$ cat config.mk
export PLATFORM = sky130hd
export DESIGN_NAME = node_link_transmitter
export DESIGN_NICKNAME = d
export VERILOG_FILES = /design/src/rtl/node_link_transmitter.sv
export SDC_FILE = /design/constraint.sdc
export NUM_CORES = 1
export LEC_CHECK = 0
export BUFFER_PORTS_ARGS = -buffer_cell sky130_fd_sc_hd__buf_4
export CORE_ASPECT_RATIO = 0.5
export CORE_MARGIN = 5
export CORE_UTILIZATION = 39
export DETAILED_ROUTE_END_ITERATION = 8
export PLACE_DENSITY = 0.67
export SLEW_MARGIN = 25
export SYNTH_ARGS = -nofsm -noshare
export SYNTH_HDL_FRONTEND = slang
export SYNTH_SLANG_ARGS = --single-unit
$ cat constraint.sdc
create_clock -name clk -period 2.66 [get_ports clk]
set_input_delay 0.665 -clock clk [delete_from_list [all_inputs] [get_ports clk]]
set_output_delay 0.665 -clock clk [all_outputs]
set_load 0.01 [all_outputs]
$ cat src/rtl/node_link_transmitter.sv
// Word transmitter: queues 32-bit words in a small FIFO and strobes them out
// one at a time, each strobe followed by a fixed idle gap.
module node_link_transmitter #(
   parameter int unsigned DEPTH = 4,
   parameter int unsigned GAP   = 8
) (
   input  logic        clk,
   input  logic        resetN,
   input  logic [31:0] wrData,
   input  logic        wrEn,
   output logic        full,
   output logic        overflow,
   output logic [31:0] shiftOutData,
   output logic        shiftOutCS,
   output logic        busy,
   output logic [7:0]  sentCount
);

   localparam int unsigned AW = $clog2(DEPTH);

   typedef enum logic [1:0] {
      S_IDLE,
      S_SEND,
      S_GAP
   } state_t;

   state_t        state, state_nxt;
   logic [31:0]   mem [DEPTH];
   logic [AW-1:0] wr_ptr, rd_ptr;
   logic [AW:0]   count;
   logic [7:0]    gap_cnt;
   logic          push, pop, load_gap;

   // Full is evaluated before any same-cycle pop, so a write into a full FIFO is always dropped.
   assign full = (count == (AW+1)'(DEPTH));
   assign push = wrEn && !full;

   always_ff @(posedge clk) begin
      if (push) begin
         mem[wr_ptr] <= wrData;
      end
   end

   always_ff @(posedge clk or negedge resetN) begin
      if (!resetN) begin
         wr_ptr   <= '0;
         rd_ptr   <= '0;
         count    <= '0;
         overflow <= 1'b0;
      end else begin
         if (push) begin
            wr_ptr <= wr_ptr + AW'(1);
         end
         if (pop) begin
            rd_ptr <= rd_ptr + AW'(1);
         end
         case ({push, pop})
            2'b10:   count <= count + (AW+1)'(1);
            2'b01:   count <= count - (AW+1)'(1);
            default: count <= count;
         endcase
         if (wrEn && full) begin
            overflow <= 1'b1;
         end
      end
   end

   always_ff @(posedge clk or negedge resetN) begin
      if (!resetN) begin
         state <= S_IDLE;
      end else begin
         state <= state_nxt;
      end
   end

   always_comb begin
      state_nxt = state;
      case (state)
         S_IDLE: if (count != '0) state_nxt = S_SEND;
         S_SEND: state_nxt = S_GAP;
         S_GAP:  if (gap_cnt == '0) state_nxt = S_IDLE;
         default: state_nxt = S_IDLE;
      endcase
   end

   always_comb begin
      pop        = (state == S_IDLE) && (count != '0);
      load_gap   = (state == S_SEND);
      shiftOutCS = (state == S_SEND);
      busy       = (state != S_IDLE) || (count != '0);
   end

   always_ff @(posedge clk or negedge resetN) begin
      if (!resetN) begin
         shiftOutData <= '0;
         sentCount    <= '0;
         gap_cnt      <= '0;
      end else begin
         if (pop) begin
            shiftOutData <= mem[rd_ptr];
            sentCount    <= sentCount + 8'd1;
         end
         if (load_gap) begin
            gap_cnt <= 8'(GAP - 1);
         end else if ((state == S_GAP) && (gap_cnt != '0)) begin
            gap_cnt <= gap_cnt - 8'd1;
         end
      end
   end

endmodule

==> results.md <==
Outcome:
- The run finished with clean final reports.

Drt:
- Before antenna repair, the detailed router went through 5 iterations.
- The detail route stage leaves a number of antenna-violating nets equal to 0.
- In the routed design, unresolved DRC markers number 0.
- The via count is ~3700.
- The routed design has 13.5 mm of wire.
- Using the TritonRoute via totals, the vias-per-cell ratio works out to 4.94.
- The wire length per cell after detailed routing is 18.0 um.
- After the first detailed-routing iteration, the DRC count stood at 142.

Global route:
- The number of global-route vias before repair was between 3000 and 4000.
- The number of antenna violations at the first check in global routing was 0.
- Entering global routing, the biggest net connects 44 pins.
- The global-route wire length before repair is 21.4 mm.
- The global route total overflow is 0.
- Across every metal layer, demand over resource in global routing totals between 10% and 20%.

Placed design:
- Summing all placed instances gives a cell area of ~8400 um^2.
- At the placement stage, the worst setup path has a slack of roughly 0.43 ns.
- The congestion estimate from routability-driven global placement came to about 0.75.
- The HPWL after detailed placement is 8.72 mm.
- The number of input and output port buffers inserted is around 80.

STA:
- Dividing the final minimum period by the clock period gives 85.3%.
- Setup violations remaining at the end of the flow were counted as 0.
- The minimum hold slack is about 0.25 ns.
- The final sum of negative setup slack is 0 ns.
- The count of pins over their slew limit is 0.
- After layout, the minimum clock period comes to roughly 2.3 ns.
- In this run the tightest slew margin relative to its limit is around three fifths.
- The final-report hold violation count is 0.
- The clock arrives with around 0.015 ns of skew.
- The minimum setup slack in the final design is between 0.3 and 0.4 ns.
- At the pin with the least slew margin, the transition time is approximately 0.63 ns.
- Static timing analysis puts the maximum clock frequency at roughly 440 MHz.
- Setup repair after global routing left no endpoint under its margin.

CTS:
- The count of instances resized after the clock tree is built is 0.
- The depth of the CTS H-tree is 4.
- The maximum buffer depth of the clock tree is 2.
- For the worst-skew pair, the clock arrives at the later sink with an insertion delay of 0.43 ns.
- Clock tree synthesis selected as its root buffer the cell sky130_fd_sc_hd__clkbuf_16.
- The clock-pin slew on the worst setup and hold paths is around 0.07 ns.
- The clock sink count is roughly 190.
- The clock buffer count from CTS is 17.
- In this run, post-CTS hold repair placed 0 buffers.
- TritonCTS built the clock tree.
- Post-CTS timing repair inserted 0 buffers for setup.

Floorplanning:
- The die area is roughly 22000 um^2.
- Measured along the x axis, the die boundary spans 204 um.
- The die height is roughly 110 um.
- The count of standard-cell rows is 35.
- The top-level port count is ~80.
- The core area is approximately 18000 um^2.
- The effective utilization at floorplan is between 30% and 40%.

Logic synthesis:
- By area the synthesized netlist is led by sky130_fd_sc_hd__edfxtp_1, sky130_fd_sc_hd__dfrtp_1, sky130_fd_sc_hd__mux4_2.
- The cell count after synthesis came out at 379.
- The biggest area consumer among synthesized cells is sky130_fd_sc_hd__edfxtp_1.
- The most frequent cell after synthesis is sky130_fd_sc_hd__edfxtp_1.
- The number of nets handed over by synthesis was between 400 and 500.
- The sequential-to-total area share from yosys stat is between 70% and 80%.
- Summed over its instances, the top area cell type makes up between 50% and 60% of the synthesized netlist area.
- The fraction of registers with async set/reset is between 30 and 40%.
- Averaged over all synthesized cells, the footprint is 19.4 um^2.
- The number of storage elements in the synthesis netlist is around 190.
- The dominant synthesized flop cell is sky130_fd_sc_hd__edfxtp_1.
- The Yosys step of the flow raised 0 warnings.
- The synthesized netlist contains 50 unique library cells.
- Summing every instance area after synthesis gives 7360 um^2.
- Yosys mapped a number of flops with a built-in enable equal to ~130.
- In the synthesized netlist, the cells that appear most often are sky130_fd_sc_hd__edfxtp_1, sky130_fd_sc_hd__dfrtp_1, sky130_fd_sc_hd__mux2_2.

Power and ir drop:
- The switching power of the nets is approximately 3100 uW.
- The share of total power dissipated in sequential elements is between 40% and 50%.
- The maximum resistive drop on vdd is 0.000537 V.
- The static leakage power is around 0.0034 uW.
- Combinational cells account for 32.1% of the total power.
- The power per unit of standard cell area is about 1100 nW/um^2.
- The clock network burns about 25% of the power.
- The internal power of the cells totals a little over 7000 uW.
- Net switching is 30.5% of the power.

Worst setup path:
- The start of the worst register-to-register path is count[1]$_DFFE_PN0P_.
- The capture point of the critical path is busy.
- The endpoint identified for the worst register-to-register timing path is count[2]$_DFFE_PN0P_.
- The startpoint class of the critical path is a flip-flop.
- For the worst setup path, the data arrival time is ~1.6 ns.
- At the worst endpoint, the required time is approximately 2 ns.
- The worst setup path is captured at a primary output.
- For the worst flop-to-flop path, the logic depth is 9.
- The category of the most critical setup path is reg2out.
- The most critical setup path has its startpoint at state[1]$_DFFE_PN0P_.
- The worst register-to-register path has a setup slack of around 0.47 ns.
- In this run the worst path has a maximum fanout of 16.

Final layout:
- The share of cells above drive strength 1 is a little under 40%.
- The finished cells cover about 9000 um^2.
- From synthesis to final layout, the design area changed by 22.0%.
- The number of fill cells in the layout is about 1500.
- In the final design database the tool counted 520 nets.
- 0 antenna diodes ended up in the layout.

Run:
- The max capacitance violation total is 0.

Min path:
- The class of the most critical hold timing path is in2async.
## sequential cells by signal, summed over array words and instances, names as in the netlist
register	flops
overflow	1
count	3
gap_cnt	8
mem	128
sentCount	8
state	2
rd_ptr	2
wr_ptr	2
shiftOutData	32
## power groups by stage
stage | combinational [uW] | sequential [uW] | clock (uW)
3_5_place_dp | 3380 | 4510 | 0
2_1_floorplan | 2200 | 4450 | 0
5_1_grt | 3610 | 4540 | 2760
6_report | 3320 | 4430 | 2580
3_3_place_gp | 3340 | 4480 | 0
4_1_cts | 3400 | 4460 | 2630
## cells in the final DEF (no fill, tap or decap), types with 4 or more instances in the layout
cell                          n
sky130_fd_sc_hd__mux2_2      34
sky130_fd_sc_hd__ha_1         8
sky130_fd_sc_hd__clkbuf_16   17
sky130_fd_sc_hd__nand2_1      7
sky130_fd_sc_hd__nand3_1      6
sky130_fd_sc_hd__mux4_1      10
sky130_fd_sc_hd__buf_4       83
sky130_fd_sc_hd__mux4_2      22
sky130_fd_sc_hd__dfrtp_1     56
sky130_fd_sc_hd__buf_12       9
sky130_fd_sc_hd__edfxtp_1   128
sky130_fd_sc_hd__nand4_1      4
sky130_fd_sc_hd__inv_8        5
sky130_fd_sc_hd__xnor2_1      6
sky130_fd_sc_hd__nor2_1       7
sky130_fd_sc_hd__xor2_1       7
sky130_fd_sc_hd__a21oi_1      4
sky130_fd_sc_hd__inv_1       12
sky130_fd_sc_hd__and2_2       4
## kinds of logic after synthesis
kind of cell	share of synthesized area, %
flip-flops	71.9
multiplexers	15.6
AND/OR/NAND/NOR	5.11
buffers and inverters	2.36
AO/OA/AOI/OAI	1.82
XOR/XNOR	1.55
adder cells (fa/ha/maj)	1.63
## worst min path at each step
stage,to
after CTS,gap_cnt[3]$_DFFE_PN0P_
after detailed placement,overflow$_DFFE_PN0P_
after global placement,overflow$_DFFE_PN0P_
final,gap_cnt[3]$_DFFE_PN0P_
after global routing,gap_cnt[3]$_DFFE_PN0P_
after floorplan,count[0]$_DFFE_PN0P_
## through the flow
stage          power (uW)  util [%]  instances
6_report            10300      48.6        748
5_1_grt             10900      48.6        748
4_1_cts             10500      48.6        748
3_5_place_dp         7890      45.3        716
3_3_place_gp         7810      45.3        716
2_1_floorplan        6650         -        379
## critical path: stages (launching register included)
cell	delay, ns
sky130_fd_sc_hd__dfrtp_1	0.38
sky130_fd_sc_hd__buf_4	0.19
sky130_fd_sc_hd__nor2_1	0.34
sky130_fd_sc_hd__nand2_1	0.11
sky130_fd_sc_hd__buf_4	0.16
## metal layers
metal,up-vias,GRT usage (%),share of wire [%]
met1,1930,17.6,47
met5,-,0,0
li1,1697,-,-
met2,56,20.5,49
met4,0,3.73,0.72
met3,9,3.29,3.4
## cell type report
class | count | area (um^2) | area share, %
clock inverters | 14 | 183 | 2.03
inverters | 12 | 45.0 | 0.501
repair buffers | 92 | 803 | 8.94
well taps | 259 | 324 | 3.61
clock buffers | 18 | 429 | 4.78
multi-input cells | 167 | 1900 | 21.2
flip-flops and latches | 186 | 5300 | 59.0
No activity file was read; power rests on OpenSTA's default activity.
